==> config.mk <==
export PLATFORM = sky130hd
export DESIGN_NAME = pulse_pacer_flat
export DESIGN_NICKNAME = d
export VERILOG_FILES = /design/src/rtl/pulse_pacer_if.sv /design/src/rtl/pulse_pacer.sv /design/src/flat_wrapper.sv
export SDC_FILE = /design/constraint.sdc
export NUM_CORES = 1
export LEC_CHECK = 0
export BUFFER_PORTS_ARGS = -buffer_cell sky130_fd_sc_hd__buf_2
export CORE_MARGIN = 5
export CORE_UTILIZATION = 30
export CTS_BUF_LIST = sky130_fd_sc_hd__clkbuf_8 sky130_fd_sc_hd__clkbuf_16
export DETAILED_ROUTE_END_ITERATION = 6
export PLACE_DENSITY = 0.53
export SETUP_SLACK_MARGIN = 0.5
export SLEW_MARGIN = 20
export SYNTH_ARGS = -nofsm -noshare
export SYNTH_HDL_FRONTEND = slang
export SYNTH_SLANG_ARGS = --single-unit
export TNS_END_PERCENT = 1
==> constraint.sdc <==
create_clock -name clk_fast -period 1.9 [get_ports clk_fast]
set_input_delay 0.285 -clock clk_fast [delete_from_list [all_inputs] [get_ports clk_fast]]
set_output_delay 0.285 -clock clk_fast [all_outputs]
set_load 0.005 [all_outputs]
==> src/rtl/pulse_pacer_if.sv <==
// Handshake bundle for pulse_pacer: event requests in, paced pulses and status out.
interface pulse_pacer_if #(
    parameter int CNT_W = 4
);
    logic             din_en;
    logic             ovf_clr;
    logic             dout_en;
    logic [CNT_W-1:0] pending;
    logic             busy;
    logic             ovf;

    modport master (
        output din_en, ovf_clr,
        input  dout_en, pending, busy, ovf
    );

    modport slave (
        input  din_en, ovf_clr,
        output dout_en, pending, busy, ovf
    );
endinterface

==> src/rtl/pulse_pacer.sv <==
// Rate-limiting pulse queue: counts request pulses and re-emits them as
// single-cycle pulses at least GAP cycles apart, flagging dropped events.
module pulse_pacer #(
    parameter int GAP   = 8,
    parameter int CNT_W = 4
) (
    input  logic           clk_fast,
    input  logic           rst_n,
    pulse_pacer_if.slave   bus
);
    localparam logic [0:0] ST_READY   = 1'b0;
    localparam logic [0:0] ST_HOLDOFF = 1'b1;
    localparam int         GW         = (GAP > 2) ? $clog2(GAP - 1) : 1;
    // Holdoff lasts GAP-1 cycles: load GAP-2 and return to READY on zero.
    localparam logic [GW-1:0] GAP_LOAD = GW'(GAP - 2);

    logic [0:0]       r_state;
    logic [GW-1:0]    r_gap_cnt;
    logic [CNT_W-1:0] r_pending;
    logic             r_dout_en;
    logic             r_ovf;

    logic             w_fire;
    logic             w_full;
    logic             w_drop;
    logic [CNT_W-1:0] w_pending_next;

    always_comb begin
        w_fire         = (r_state == ST_READY) && (r_pending != '0);
        w_full         = &r_pending;
        w_drop         = bus.din_en && w_full && !w_fire;
        w_pending_next = r_pending;
        if (bus.din_en && !w_fire && !w_full) begin
            w_pending_next = r_pending + 1'b1;
        end else if (!bus.din_en && w_fire) begin
            w_pending_next = r_pending - 1'b1;
        end
    end

    always_ff @(posedge clk_fast or negedge rst_n) begin
        if (!rst_n) begin
            r_state   <= ST_READY;
            r_gap_cnt <= '0;
            r_pending <= '0;
            r_dout_en <= 1'b0;
            r_ovf     <= 1'b0;
        end else begin
            r_dout_en <= w_fire;
            r_pending <= w_pending_next;
            if (w_drop) begin
                r_ovf <= 1'b1;
            end else if (bus.ovf_clr) begin
                r_ovf <= 1'b0;
            end
            case (r_state)
                ST_READY: begin
                    if (w_fire) begin
                        r_state   <= ST_HOLDOFF;
                        r_gap_cnt <= GAP_LOAD;
                    end
                end
                default: begin
                    if (r_gap_cnt == '0) begin
                        r_state <= ST_READY;
                    end else begin
                        r_gap_cnt <= r_gap_cnt - 1'b1;
                    end
                end
            endcase
        end
    end

    assign bus.dout_en = r_dout_en;
    assign bus.pending = r_pending;
    assign bus.ovf     = r_ovf;
    assign bus.busy    = (r_pending != '0) || (r_state == ST_HOLDOFF);
endmodule

==> src/flat_wrapper.sv <==
// flat-port wrapper written by rule: the top's interface ports become plain ports
module pulse_pacer_flat 
#(
    parameter int GAP   = 8,
    parameter int CNT_W = 4
)
  (clk_fast, rst_n, bus_din_en, bus_ovf_clr, bus_dout_en, bus_pending, bus_busy, bus_ovf);
  pulse_pacer_if #(.CNT_W(CNT_W)) bus_i ();
  input  logic clk_fast;
  input  logic rst_n;
  input wire logic [$bits(bus_i.din_en)-1:0] bus_din_en;
  input wire logic [$bits(bus_i.ovf_clr)-1:0] bus_ovf_clr;
  output wire logic [$bits(bus_i.dout_en)-1:0] bus_dout_en;
  output wire logic [$bits(bus_i.pending)-1:0] bus_pending;
  output wire logic [$bits(bus_i.busy)-1:0] bus_busy;
  output wire logic [$bits(bus_i.ovf)-1:0] bus_ovf;
  assign bus_i.din_en = bus_din_en;
  assign bus_i.ovf_clr = bus_ovf_clr;
  assign bus_dout_en = bus_i.dout_en;
  assign bus_pending = bus_i.pending;
  assign bus_busy = bus_i.busy;
  assign bus_ovf = bus_i.ovf;
  pulse_pacer #(.GAP(GAP), .CNT_W(CNT_W)) u_core (.clk_fast(clk_fast), .rst_n(rst_n), .bus(bus_i));
endmodule
### Yosys cells after proc, flatten, opt, wreduce, memory -nomap -nowiden

Cells that the tools add are included.

* logic and storage cells: 37
* output and inout bits: 7
* flip-flop bits (word level): 10

* add/subtract/negate cells: 3
* bitwise logic cells: 1
* equal/unequal tests: 1
* reductions and logical operators: 17
* multiplexer cells: 10

Operator list (count)
* $mux 3: 3
* $mux 4: 2
* $logic_and 1x1->1: 6
* $reduce_bool 2->1: 3
* $mux 1: 5
* $add 4x1->4 const B: 1
* $reduce_and 4->1: 1
* $reduce_bool 4->1: 1
* $sub 4x1->4 const B: 1
* $logic_not 1->1: 3
* $logic_not 3->1: 1
* $sub 3x1->3 const B: 1
* $ne 2x2->1 const B: 1
* $reduce_and 2->1: 1
* $logic_or 1x1->1: 1
* $not 1->1: 1

### Longest topological paths before layout

* depth after elaboration: 6
* mapped depth: 8

### Worst setup path before layout

Ideal clock, no wire load.

* path type: reg-to-reg
* start point: reg u_core.r_state
* end point: reg u_core.r_pending[3], in the netlist u_core.bus.pending[3]
* library setup time: 0.079 ns
* required time: 1.821 ns
* cell stages (with the launch flop): 9
* data arrival time: 1.898 ns
* buffers on the path: 1
* path slack: -0.078 ns
* path through: dfrtp_1 clkbuf_1 nand2b_1 o2111ai_1 ha_1 a21o_1 a21oi_1 mux2i_1 xor2_1

* cells in the longest elaborated chain, start to end: 6
* elaborated cells on any way between the ends: 8

Ends and longest elaborated chain
* start, declared: RTL line pulse_pacer.sv:17 `logic [0:0] r_state;`
* start signal, assigned: RTL line pulse_pacer.sv:42 `r_state <= ST_READY;`
* start signal, assigned: RTL line pulse_pacer.sv:58 `r_state <= ST_HOLDOFF;`
* start signal, assigned: RTL line pulse_pacer.sv:64 `r_state <= ST_READY;`
* $not 1->1 (*)
* $logic_and 1x1->1 (*): RTL line pulse_pacer.sv:29 `w_fire = (r_state == ST_READY) && (r_pending != '0);`
* $logic_not 1->1: RTL line pulse_pacer.sv:33 `if (bus.din_en && !w_fire && !w_full) begin`
* $logic_and 1x1->1 (2 in a row): RTL line pulse_pacer.sv:33
* $mux 4 / $reduce_bool 2->1 (equally long branches)
* end signal, assigned: RTL line pulse_pacer.sv:49 `r_pending <= w_pending_next;`
* end, declared: RTL line pulse_pacer.sv:19 `logic [CNT_W-1:0] r_pending;`

Every way passes the cells marked *; elsewhere a longest branch is shown, timed or not.
A chain may end at the register's enable or synchronous reset.

### Worst setup path in the final report

* start point: reg u_core.r_pending[2], in the netlist u_core.bus.pending[2]
* end point: reg u_core.r_pending[3], in the netlist u_core.bus.pending[3]

* cells in the longest elaborated chain, start to end: 6
* elaborated cells on any way between the ends: 13

Ends and longest elaborated chain
* parallel branches: the longest is 6 deep, another holds $sub 4x1->4

Several ways; the timed one is not identified. The select of a mux whose other input is x is not followed.

==> impl_metrics.yaml <==
synth:
  synthTopCellsByArea: "dfrtp_1 45%, ha_1 8.9%, mux2i_1 5.4%, xor2_1 4.7%, mux2_1 4.0%"
  async_flop_share_pct: 100.0
  synth_top_family_by_area: "simple AND/OR/NAND/NOR gates"
  syn_area_um2: 560.5
  yosysMostFrequentCell: "dfrtp_1"
  syn_nets: 59
  yosysWarnings: 0
  synthTopCellsByCount: "10 x dfrtp_1, 4 x ha_1, 4 x inv_1"
  yosys_most_used_dff: "dfrtp_1"
  muxShareOfSynthArea_pct: 9.375
  synth-xor-area-share_pct: 4.688
  synth.top_cell.area_share_pct: 44.64
  yosysTopAreaCell: "dfrtp_1"
  synthAdderAreaFrac_pct: 12.50
  synth_edf_count: 0
  synth_compound_area_share_pct: 11.61
  synth_area_per_cell_um2: 11.21
  seq_area_frac_synth_pct: 44.64
  synthSimpleGateAreaFrac_pct: 13.84
  postSynthCellCount: 50
  synthDistinctLibCells: 23
  synth-seq-cells: 10
detailed_routing:
  vias: 416
  drtIter0Drc: 5
  ant_nets: 0
  drcViolationCount: 0
  dr.pass1.iters: 2
  drt-total-wl_mm: 1.056
  wl_per_cell_um: 10.89
  drt-vias-per-instance: 4.289
worst_setup_path:
  path_class: "register to register"
  regToRegSetupSlack_ps: 20
  crit_arrival_ps: 2040
  r2r_end: "u_core.bus.pending[3]"
  worst_setup_path_end_kind: "register"
  rr_startpoint: "u_core.bus.pending[2]"
  startpoint: "u_core.bus.pending[2]"
  rr_worst_depth: 7
  critPathCapture: "u_core.bus.pending[3]"
  cp_data_required_time_ps: 2060
  critPathLaunchType: "register"
  crit_fanout: 4
floorplan:
  coreArea_mm2: 0.001745
  rows: 15
  fp.dieW_um: 53.23
  die_h_um: 53.23
  num_io_pins: 11
  start_util_pct: 32.11
  die-area_mm2: 0.002833
sta:
  whs_ps: 242.2
  slew_violations: 0
  max_clock_freq_ghz: 0.5309
  period_minus_slack_ps: 1884
  slew_headroom_pct: 80.82
  setup-tns-final_ps: 0
  worst_pin_slew_ps: 287.8
  period_share_pct: 99.14
  fin_skew_ps: 0.7342
  rsz0062_at_grt: "true"
  finalSetupViolCount: 0
  hold_viol: 0
clock_tree:
  cts_tree: "yes"
  cts_root_buf: "clkbuf_8"
  cts_buffers: 3
  cts.htree.levels: 1
  clkTransAtPathRegs_ps: 50
  cts.path.max_buffers: 2
  cts_setup_buffers: 0
  insertion_delay_ps: 230
  clkSinkCount: 10
power:
  p_int_mw: 0.8970
  seq_power_share_pct: 30.2
  leakage_nw: 0.3600
  comb_power_share_pct: 51.6
  switching_share_pct: 36.71
  clkPwrFrac_pct: 18.3
  power_mw: 1.417
  p_sw_mw: 0.5204
  irDropWorstVdd_mv: 0.6006
  cellPowerDensity_mw_per_mm2: 1807
global_routing:
  grt_pass1_vias: 414
  grt_overflow_total: 0
  grt_antenna_before_repair: 0
  grt_usage_pct: 9.342
  grt_max_degree: 11
  grt_pass1_wl_mm: 1.800
hold_path:
  hold_path.class: "primary input to register"
  hp-start: "bus_ovf_clr"
place:
  postPlaceCellArea_um2: 716.9
  io_buffers: 10
  hpwl_um: 830.3
  gp_congestion: 0.7286
cells_and_area:
  final_area_um2: 784.5
  fillCellCount: 167
  regArea_um2: 254.0
  fin_nets: 82
  drive_gt1_share_pct: 43.06
  multi_input_area_um2: 309.0
  syn2layout_area_growth_pct: 39.96
  antennaDiodeCount: 0
run:
  maxCapViolations: 0
status:
  outcome: "completed"
power by group through the flow:
stage	clock network [mW]	registers [mW]	logic, mW
final	0.259	0.428	0.731
after global routing	0.292	0.444	0.828
after CTS	0.273	0.430	0.747
after detailed placement	0	0.432	0.722
after global placement	0	0.426	0.724
after floorplan	0	0.455	0.436
sequential cells by signal, summed over array words and instances (netlist names):
register	count
u_core.bus.pending	4
u_core.bus.dout_en	1
u_core.r_gap_cnt	3
u_core.bus.ovf	1
u_core.r_state	1
metrics by stage:
stage | utilization (%) | cells | worst slack (ps)
global placement | 41.08 | 92 | -16.42
CTS | 44.95 | 97 | -10.11
detailed placement | 41.08 | 92 | -44.32
global route | 44.95 | 97 | -119.8
floorplan | - | 50 | 55.07
finish | 44.95 | 97 | 16.25
cell usage in the layout, fill, tap and decap left out:
master         instances
buf_2                 10
buf_4                  8
dfrtp_1                7
inv_1                  4
o21ai_1                4
ha_1                   4
clkbuf_8               4
nand2b_1               3
nand2_1                3
mux2i_1                3
xor2_1                 3
dfrtp_2                3
a21oi_2                2
mux2_1                 2
nor4_4                 1
nor2_2                 1
nor3_2                 1
nand4_1                1
o2111ai_2              1
o22ai_1                1
nor3_1                 1
a211o_1                1
or3_1                  1
a21o_1                 1
fa_1                   1
dlygate4sd3_1          1
per-layer routing:
metal,part of all wire (%),track usage [%],vias up
met5,0,0,-
met4,0.95,3.830,0
met3,8.4,6.197,2
met2,42,14.08,10
met1,48,10.17,186
li1,-,-,218
worst min-delay path by stage:
stage	slack, ps	cells after the start	endpoint
floorplan	-10	0	u_core.bus.dout_en
global route	250	2	u_core.bus.ovf
CTS	230	2	u_core.bus.ovf
detailed placement	160	1	u_core.bus.pending[3]
global placement	160	1	u_core.bus.pending[3]
finish	240	2	u_core.bus.ovf
critical path, stage by stage, from the launching register on:
cell       delay, ps
dfrtp_2          420
nor3_2           210
o2111ai_2        190
ha_1             320
a21o_1           160
a21oi_2          130
mux2i_1          220
xor2_1           160
layout make-up:
class                   instances  share of cell area, %
inverters                       4                  1.914
repair buffers                 19                  15.31
well taps                      25                  3.987
flip-flops and latches         10                  32.38
multi-input cells              35                  39.39
clock buffers                   4                  7.018
cell families after synthesis:
family,count (synthesis)
compound gates,10
fa+ha+maj,5
mux,5
buf+inv,5
xor+xnor,3
simple gates,12
flops,10
timing repair:
item | in CTS | in global routing
setup endpoints to repair | 8 | 8
gates resized for setup | 4 | 0
pin swaps | 3 | 2
hold buffers | 1 | 0
endpoints found under the hold margin | 10 | 0
No activity file was read; power rests on OpenSTA's default activity.
